**config.mk**
```make
export PLATFORM = sky130hd
export DESIGN_NAME = tdm_demux_sequencer
export DESIGN_NICKNAME = d
export VERILOG_FILES = /design/src/rtl/tdm_demux_sequencer.sv
export SDC_FILE = /design/constraint.sdc
export NUM_CORES = 1
export LEC_CHECK = 0
export ABC_AREA = 1
export CORE_ASPECT_RATIO = 0.9
export CORE_MARGIN = 3
export CORE_UTILIZATION = 54
export DETAILED_ROUTE_END_ITERATION = 6
export PLACE_DENSITY = 0.78
export RECOVER_POWER = 100
export SLEW_MARGIN = 20
export SYNTH_ARGS = -nofsm -noshare
export SYNTH_HDL_FRONTEND = slang
export SYNTH_SLANG_ARGS = --single-unit
```
**constraint.sdc**
```tcl
create_clock -name i_clk -period 2.7 [get_ports i_clk]
set_input_delay 0.405 -clock i_clk [delete_from_list [all_inputs] [get_ports i_clk]]
set_output_delay 0.405 -clock i_clk [all_outputs]
set_load 0.02 [all_outputs]
```
**src/rtl/tdm_demux_sequencer.sv**
```systemverilog
// rtl/tdm_demux_sequencer.sv - serial TDM to 16-way demux slot sequencer with sync tracking
// Optional frame parity checking is built when FRAME_PARITY_EN is defined.
module tdm_demux_sequencer #(
    parameter int NUM_SLOTS = 16,
    parameter int SEL_W     = 4,
    parameter int SLOT_HOLD = 1
) (
    input  logic             i_clk,
    input  logic             i_rst,
    input  logic             i_enable,
    input  logic             i_bit_in,
    input  logic             i_bit_valid,
    input  logic             i_frame_sync,
    output logic             o_bit_ready,
    output logic             o_data_in_16,
    output logic [SEL_W-1:0] o_select_4,
    output logic             o_slot_strobe,
    output logic             o_frame_done,
    output logic             o_sync_err,
    output logic             o_parity_err
);

    typedef enum logic [1:0] {
        ST_IDLE      = 2'd0,
        ST_WAIT_SYNC = 2'd1,
        ST_RUN       = 2'd2
    } state_t;

    localparam logic [7:0]       HOLD      = 8'(SLOT_HOLD);
    localparam logic [SEL_W-1:0] LAST_SLOT = SEL_W'(NUM_SLOTS - 1);

    state_t           r_state;
    state_t           w_state_nxt;
    logic [SEL_W-1:0] r_slot;
    logic [SEL_W-1:0] w_slot_nxt;
    logic [SEL_W-1:0] r_sel;
    logic [SEL_W-1:0] w_sel_nxt;
    logic [SEL_W-1:0] w_present_slot;
    logic [7:0]       r_hold;
    logic [7:0]       w_hold_nxt;
    logic             r_data;
    logic             w_data_nxt;
    logic             r_strobe;
    logic             w_strobe_nxt;
    logic             r_frame_done;
    logic             w_frame_done_nxt;
    logic             r_sync_err;
    logic             w_sync_err_nxt;
    logic             w_present;
    logic             w_ready;
    logic             w_xfer;

    // r_hold counts remaining hold cycles including the current one; a new bit
    // may be taken in the final hold cycle so slots follow back to back.
    assign w_ready = i_enable && (r_state != ST_IDLE) && (r_hold <= 8'd1);
    assign w_xfer  = i_bit_valid && w_ready;

    always_ff @(posedge i_clk or posedge i_rst) begin
        if (i_rst) begin
            r_state <= ST_IDLE;
        end else begin
            r_state <= w_state_nxt;
        end
    end

    always_comb begin
        w_state_nxt      = r_state;
        w_slot_nxt       = r_slot;
        w_sel_nxt        = r_sel;
        w_data_nxt       = r_data;
        w_hold_nxt       = (r_hold != 8'd0) ? (r_hold - 8'd1) : 8'd0;
        w_strobe_nxt     = 1'b0;
        w_frame_done_nxt = 1'b0;
        w_sync_err_nxt   = 1'b0;
        w_present        = 1'b0;
        w_present_slot   = r_slot;
        if (!i_enable) begin
            w_state_nxt = ST_IDLE;
            w_slot_nxt  = '0;
            w_sel_nxt   = '0;
            w_data_nxt  = 1'b0;
            w_hold_nxt  = 8'd0;
        end else begin
            case (r_state)
                ST_IDLE: begin
                    w_state_nxt = ST_WAIT_SYNC;
                end
                ST_WAIT_SYNC: begin
                    if (w_xfer && i_frame_sync) begin
                        w_present      = 1'b1;
                        w_present_slot = '0;
                        w_state_nxt    = ST_RUN;
                    end
                end
                ST_RUN: begin
                    if (w_xfer) begin
                        if (i_frame_sync && (r_slot != '0)) begin
                            w_sync_err_nxt = 1'b1;
                            w_present      = 1'b1;
                            w_present_slot = '0;
                        end else if (!i_frame_sync && (r_slot == '0)) begin
                            // Lost the frame marker: drop the bit and hunt for sync again.
                            w_sync_err_nxt = 1'b1;
                            w_state_nxt    = ST_WAIT_SYNC;
                            w_slot_nxt     = '0;
                            w_sel_nxt      = '0;
                            w_data_nxt     = 1'b0;
                            w_hold_nxt     = 8'd0;
                        end else begin
                            w_present = 1'b1;
                        end
                    end
                end
                default: begin
                    w_state_nxt = ST_IDLE;
                end
            endcase
            if (w_present) begin
                w_data_nxt       = i_bit_in;
                w_sel_nxt        = w_present_slot;
                w_strobe_nxt     = 1'b1;
                w_frame_done_nxt = (w_present_slot == LAST_SLOT);
                w_hold_nxt       = HOLD;
                w_slot_nxt       = w_present_slot + SEL_W'(1);
            end
        end
    end

    always_ff @(posedge i_clk or posedge i_rst) begin
        if (i_rst) begin
            r_slot       <= '0;
            r_sel        <= '0;
            r_data       <= 1'b0;
            r_hold       <= 8'd0;
            r_strobe     <= 1'b0;
            r_frame_done <= 1'b0;
            r_sync_err   <= 1'b0;
        end else begin
            r_slot       <= w_slot_nxt;
            r_sel        <= w_sel_nxt;
            r_data       <= w_data_nxt;
            r_hold       <= w_hold_nxt;
            r_strobe     <= w_strobe_nxt;
            r_frame_done <= w_frame_done_nxt;
            r_sync_err   <= w_sync_err_nxt;
        end
    end

`ifdef FRAME_PARITY_EN
    logic r_par;
    logic w_par_nxt;
    logic r_parity_err;
    logic w_parity_err_nxt;
    logic w_acc;

    // Slot 0 restarts the running XOR, which also covers realignment.
    assign w_acc = (w_present_slot == '0) ? i_bit_in : (r_par ^ i_bit_in);

    always_comb begin
        w_par_nxt        = r_par;
        w_parity_err_nxt = 1'b0;
        if (!i_enable) begin
            w_par_nxt = 1'b0;
        end else if (w_present) begin
            if (w_present_slot == LAST_SLOT) begin
                w_parity_err_nxt = w_acc;
                w_par_nxt        = 1'b0;
            end else begin
                w_par_nxt = w_acc;
            end
        end
    end

    always_ff @(posedge i_clk or posedge i_rst) begin
        if (i_rst) begin
            r_par        <= 1'b0;
            r_parity_err <= 1'b0;
        end else begin
            r_par        <= w_par_nxt;
            r_parity_err <= w_parity_err_nxt;
        end
    end

    assign o_parity_err = r_parity_err;
`else
    assign o_parity_err = 1'b0;
`endif

    assign o_bit_ready   = w_ready;
    assign o_data_in_16  = r_data;
    assign o_select_4    = r_sel;
    assign o_slot_strobe = r_strobe;
    assign o_frame_done  = r_frame_done;
    assign o_sync_err    = r_sync_err;

endmodule

```
## Yosys cells after proc, flatten, opt, wreduce, memory -nomap -nowiden

Index checks and enable logic that the tools add are counted.
W data, S select, Z words.

| operators by class | value |
|---|---|
| $add $sub $neg | 2 |
| magnitude comparators | 1 |
| equality and inequality tests | 11 |
| multiplexer cells | 47 |
| reductions and logical operators | 14 |

Operators by type and width:

| cell | count |
|---|---|
| $mux W8 | 7 |
| $mux W4 | 12 |
| $mux W1 | 20 |
| $ne A3 B3 Y1 const B | 4 |
| $mux W2 | 5 |
| $ne A3 B1 Y1 const B | 3 |
| $le A8 B1 Y1 const B | 1 |
| $pmux W4 S2 | 1 |
| $reduce_and A4 Y1 | 2 |
| $reduce_bool A8 Y1 | 1 |
| $sub A8 B1 Y8 const B | 1 |
| $logic_and A1 B1 Y1 | 6 |
| $pmux W2 S3 | 1 |
| $add A4 B1 Y4 const B | 1 |
| $eq A4 B4 Y1 const B | 1 |
| $logic_not A4 Y1 | 1 |
| $reduce_bool A4 Y1 | 1 |
| $ne A3 B2 Y1 const B | 1 |
| $eq A2 B1 Y1 const B | 1 |
| $eq A2 B2 Y1 const B | 1 |
| $logic_not A2 Y1 | 1 |
| $pmux W1 S2 | 1 |
| $reduce_bool A2 Y1 | 1 |
| $logic_not A1 Y1 | 1 |

| word-level totals | value |
|---|---|
| register bits | 22 |
| output and inout bits | 10 |

## Logic depth before layout (Yosys ltp)

| depth | value |
|---|---|
| depth after elaboration | 11 |
| gate-level depth with buffers | 14 |
| mapped depth without buffers | 14 |

## Worst setup path after synthesis

OpenSTA, ideal clock, no wires.

| path | value |
|---|---|
| path type | register to register |
| from | register r_slot[3] |
| to | register r_slot[2] |
| data arrival time | 1.806 ns |
| required time | 2.579 ns |
| setup slack | 0.773 ns |
| cell stages (with the launch flop) | 13 |
| period minus slack after synthesis | 1.927 ns |
| path through | dfrtp_1 nor4_1 inv_1 ha_1 nand4_1 nand2_1 nand3_2 nand2_1 inv_1 ha_1 nand3_1 nand2_1 o21ai_2 |

| on the way | value |
|---|---|
| cells in the longest elaborated chain, start to end | 9 |

RTL lines:

| what | line | text |
|---|---|---|
| start: declaration | 34 | `logic [SEL_W-1:0] r_slot;` |
| start signal: assignment | 139 | `r_slot <= w_slot_nxt;` |
| $reduce_bool A4 Y1 or $logic_not A4 Y1 (tied branches) | 97, 101 |  |
| $logic_and A1 B1 Y1 (on tied branches) | 97, 101 |  |
| $mux W4 or $mux W1 (tied branches) | 97, 101 |  |
| $mux W4 or $mux W1 (tied branches) | 96, 97 |  |
| $pmux W4 S2 or $mux W1 (tied branches) | 84, 96 |  |
| $mux W4 or $pmux W1 S2 (tied branches) | 77, 84 |  |
| $add A4 B1 Y4 or $mux W1 (tied branches) | 124, 77 |  |
| $mux W4, or another cell as far along | 118 | `if (w_present) begin` |
| $mux W4 or $reduce_and A4 Y1 (tied branches) | n/a |  |

Parallel ways exist; a longest one is shown, timed or not. The select of a mux whose other input is x is not followed.
A chain may end at the register's enable or synchronous reset.

## Final worst setup path

| path | value |
|---|---|
| from | register r_state[0] |
| to | output o_bit_ready |

| on the way | value |
|---|---|
| cells in the longest elaborated chain, start to end | 3 |

RTL lines:

| what | line | text |
|---|---|---|
| start: declaration | 32 | `state_t r_state;` |
| start signal: assignment | 62 | `r_state <= w_state_nxt;` |
| $reduce_bool A2 Y1 | 55 | `assign w_ready = i_enable && (r_state != ST_IDLE) && (r_hold <= 8'd1);` |
| $logic_and A1 B1 Y1 (2 in a row) | 55 |  |
| end: declaration | 14 | `output logic o_bit_ready,` |

No other way between the ends.

==> results.cfg <==
[power]
ir_drop_uv = 635
powerDensity_mw_per_mm2 = 816
power.leakage_nw = 0.760
finalPower_mw = 1.18

[detailed_routing]
wl_um = 2450
routedWlPerCell_um = 13.1
final_antenna_net_count = 0
vias = 1005
vias_per_cell = 5.37
drc = 0
firstDrtPassIters = 4
drt_iter0_drc = 29

[placement]
dp_slack_ns = 0.402
port_buffers = 14
dp_hpwl_um = 1810
place_inst = 184
placed_area_mm2 = 0.00145
gp_congestion = 0.970

[outcome]
run_status = completed

[logic_synthesis]
syn_area_per_cell_um2 = 8.95
ys_seq_area_frac = 0.427
ys_ff_latch = 22
yosysUniqueCellTypes = 28
synthTopCellsByCount = 35 x nand2_1, 22 x dfrtp_1, 13 x inv_1, 13 x nand3_1, 9 x ha_1
synth.net_count = 159
synth.cell_area_mm2 = 0.00129
synth_top_area_share = 0.427
synth_top_cell_by_area = dfrtp_1
netlist_instances = 144
synth_edf_count = 0
async_reset_ff_frac = 1.00
synthTopCellsByArea = dfrtp_1 43%, nand2_1 10%, ha_1 8.7%
ys.flop_type = dfrtp_1
synth_warnings = 0
synth.most_common_cell = nand2_1

[timing]
worst_slew_margin_rel = 0.445
holdWs_ns = 0.481
worst_pin_slew_ns = 0.832
fin_crit_sh = 0.936
finalSetupViolations = 0
fmax_ghz = 0.396
skew_ns = 0.00465
rsz0062_at_grt = no
fin_setup_tns_ns = 0
final_hold_viol_count = 0
maxSlewViolCount = 0
setup_slack_ns = 0.173
fin_crit_ns = 2.53

[finish]
nNetsFinal = 177
fin_cells = 187
antenna_cells = 0
drive_gt1_frac = 0.150
areaGrowthSynthToFinish_pct = 12.2
final_area_mm2 = 0.00145
final_util = 0.651

[grt]
gr-total-overflow = 0
grt_pass1_vias = 958
grt_pass1_wl_um = 4090
grt_max_degree = 23
grtUsageTotal = 0.174
antenna_found_initial = 0

[critical_path]
required_ns = 2.30
r2r-end = r_hold[2]$_DFF_PP0_
crit_arrival_ns = 2.12
start_kind = flop
r2r_cells = 10
r2r-start = r_slot[3]$_DFFE_PP0P_
cp_max_fo = 4
critPathCaptureType = primary output
critPathLaunch = r_state[0]$_DFFE_PP0P_
critical_path_class = reg -> out
reg2reg_slack_ns = 0.29

[die]
core_mm2 = 0.00222
start_util = 0.580
die_y_um = 52.3
row_count = 16
io_pins = 16
die_area_mm2 = 0.00301
die_w_um = 57.5

[clock_network]
cts_resized = 0
post-cts-setup-buffer-count = 0
clockBufferDepth = 2
holdBufCountCts = 0
clkLatencyLatePin_ns = 0.30
cts_sinks = 22
cts_root_buf = clkbuf_4
cts_made_buffers = 3
htree_levels = 1
path_clk_slew_ns = 0.12
cts_tree = built

[hold_path]
worstHoldPathCells = 2
min-delay-path-class = reg -> reg
whs_endpoint = o_select_4[2]$_DFFE_PP0P_
hold_start = o_select_4[2]$_DFFE_PP0P_

[job]
drv_cap = 0
layout by cell type (no fill, tap or decap):
master / Yosys / final
nor2_1: 5 / 5
and2_2: 1 / 1
inv_2: 1 / 1
inv_8: 1 / 1
nand2_1: 35 / 37
xor2_1: 4 / 4
dlygate4sd3_1: 0 / 10
nand3_2: 3 / 3
nor2_8: 1 / 1
nand3_1: 13 / 13
a21oi_1: 1 / 1
nor2_4: 2 / 2
conb_1: 1 / 1
inv_1: 13 / 13
nand2_2: 3 / 3
nor3_1: 2 / 2
nor2_2: 8 / 8
clkdlybuf4s50_1: 0 / 4
clkbuf_4: 0 / 3
nand4_1: 5 / 5
xnor2_1: 2 / 2
dfrtp_1: 22 / 22
buf_4: 1 / 1
o21ai_0: 3 / 7
nor4_1: 1 / 1
ha_1: 9 / 9
worst max-delay path: stages (launching register included):
cell and delay (ns):
dfrtp_1 0.42, inv_1 0.10, ha_1 0.20, inv_1 0.05, nand2_1 0.07, nor2_4 0.15
and2_2 0.15, dlygate4sd3_1 0.67
flip-flops by register name, summed over array words and instances (netlist names):
register and cells:
o_slot_strobe 1, o_data_in_16 1, o_frame_done 1, o_sync_err 1, r_slot 4, r_hold 8, r_state 2, o_select_4 4
power by group:
part	switching, mW	leakage (nW)	total, mW	internal, mW
logic	0.366	0.447	0.580	0.214
registers	0.0565	0.299	0.449	0.393
clock network	0.0986	0.0138	0.151	0.0521
total	0.521	0.760	1.18	0.659
routing by layer:
metal / routed length [um] / vias up / part of all wire / GRT usage
met4: 34 / 0 / 0.014 / 0.0695
met5: 0 / - / 0 / 0
met2: 1160 / 42 / 0.47 / 0.284
met1: 1100 / 465 / 0.45 / 0.230
met3: 155 / 4 / 0.063 / 0.0271
li1: - / 494 / - / -
cell families after synthesis:
logic type | after synthesis | share of synthesized area
and+or+nand+nor | 81 | 0.344
DFF | 22 | 0.427
buffers and inverters | 17 | 0.0641
adders and majority gates | 9 | 0.0874
AOI/OAI and AO/OA | 8 | 0.0340
xor gates and xnor gates | 6 | 0.0408
other | 1 | 0.00291
final cells by class:
type                    instances  area, um2
fillers                       186        776
inverters                      15       63.8
flip-flops and latches         22        551
multi-input cells             105        628
repair buffers                 15        148
well taps                      27       33.8
clock buffers                   3       22.5
how the worst max path moves through the flow:
| stage | endpoint | slack (ns) | cells after the start |
|---|---|---|---|
| floorplan | r_slot[2]$_DFFE_PP0P_ | 0.77 | 12 |
| finish | o_bit_ready | 0.17 | 7 |
| global placement | o_bit_ready | 0.44 | 5 |
| detailed placement | r_slot[2]$_DFFE_PP0P_ | 0.40 | 11 |
| global route | o_bit_ready | 0.08 | 6 |
| CTS | o_bit_ready | 0.23 | 7 |
Note: power is estimated with default switching activity, not from simulation.
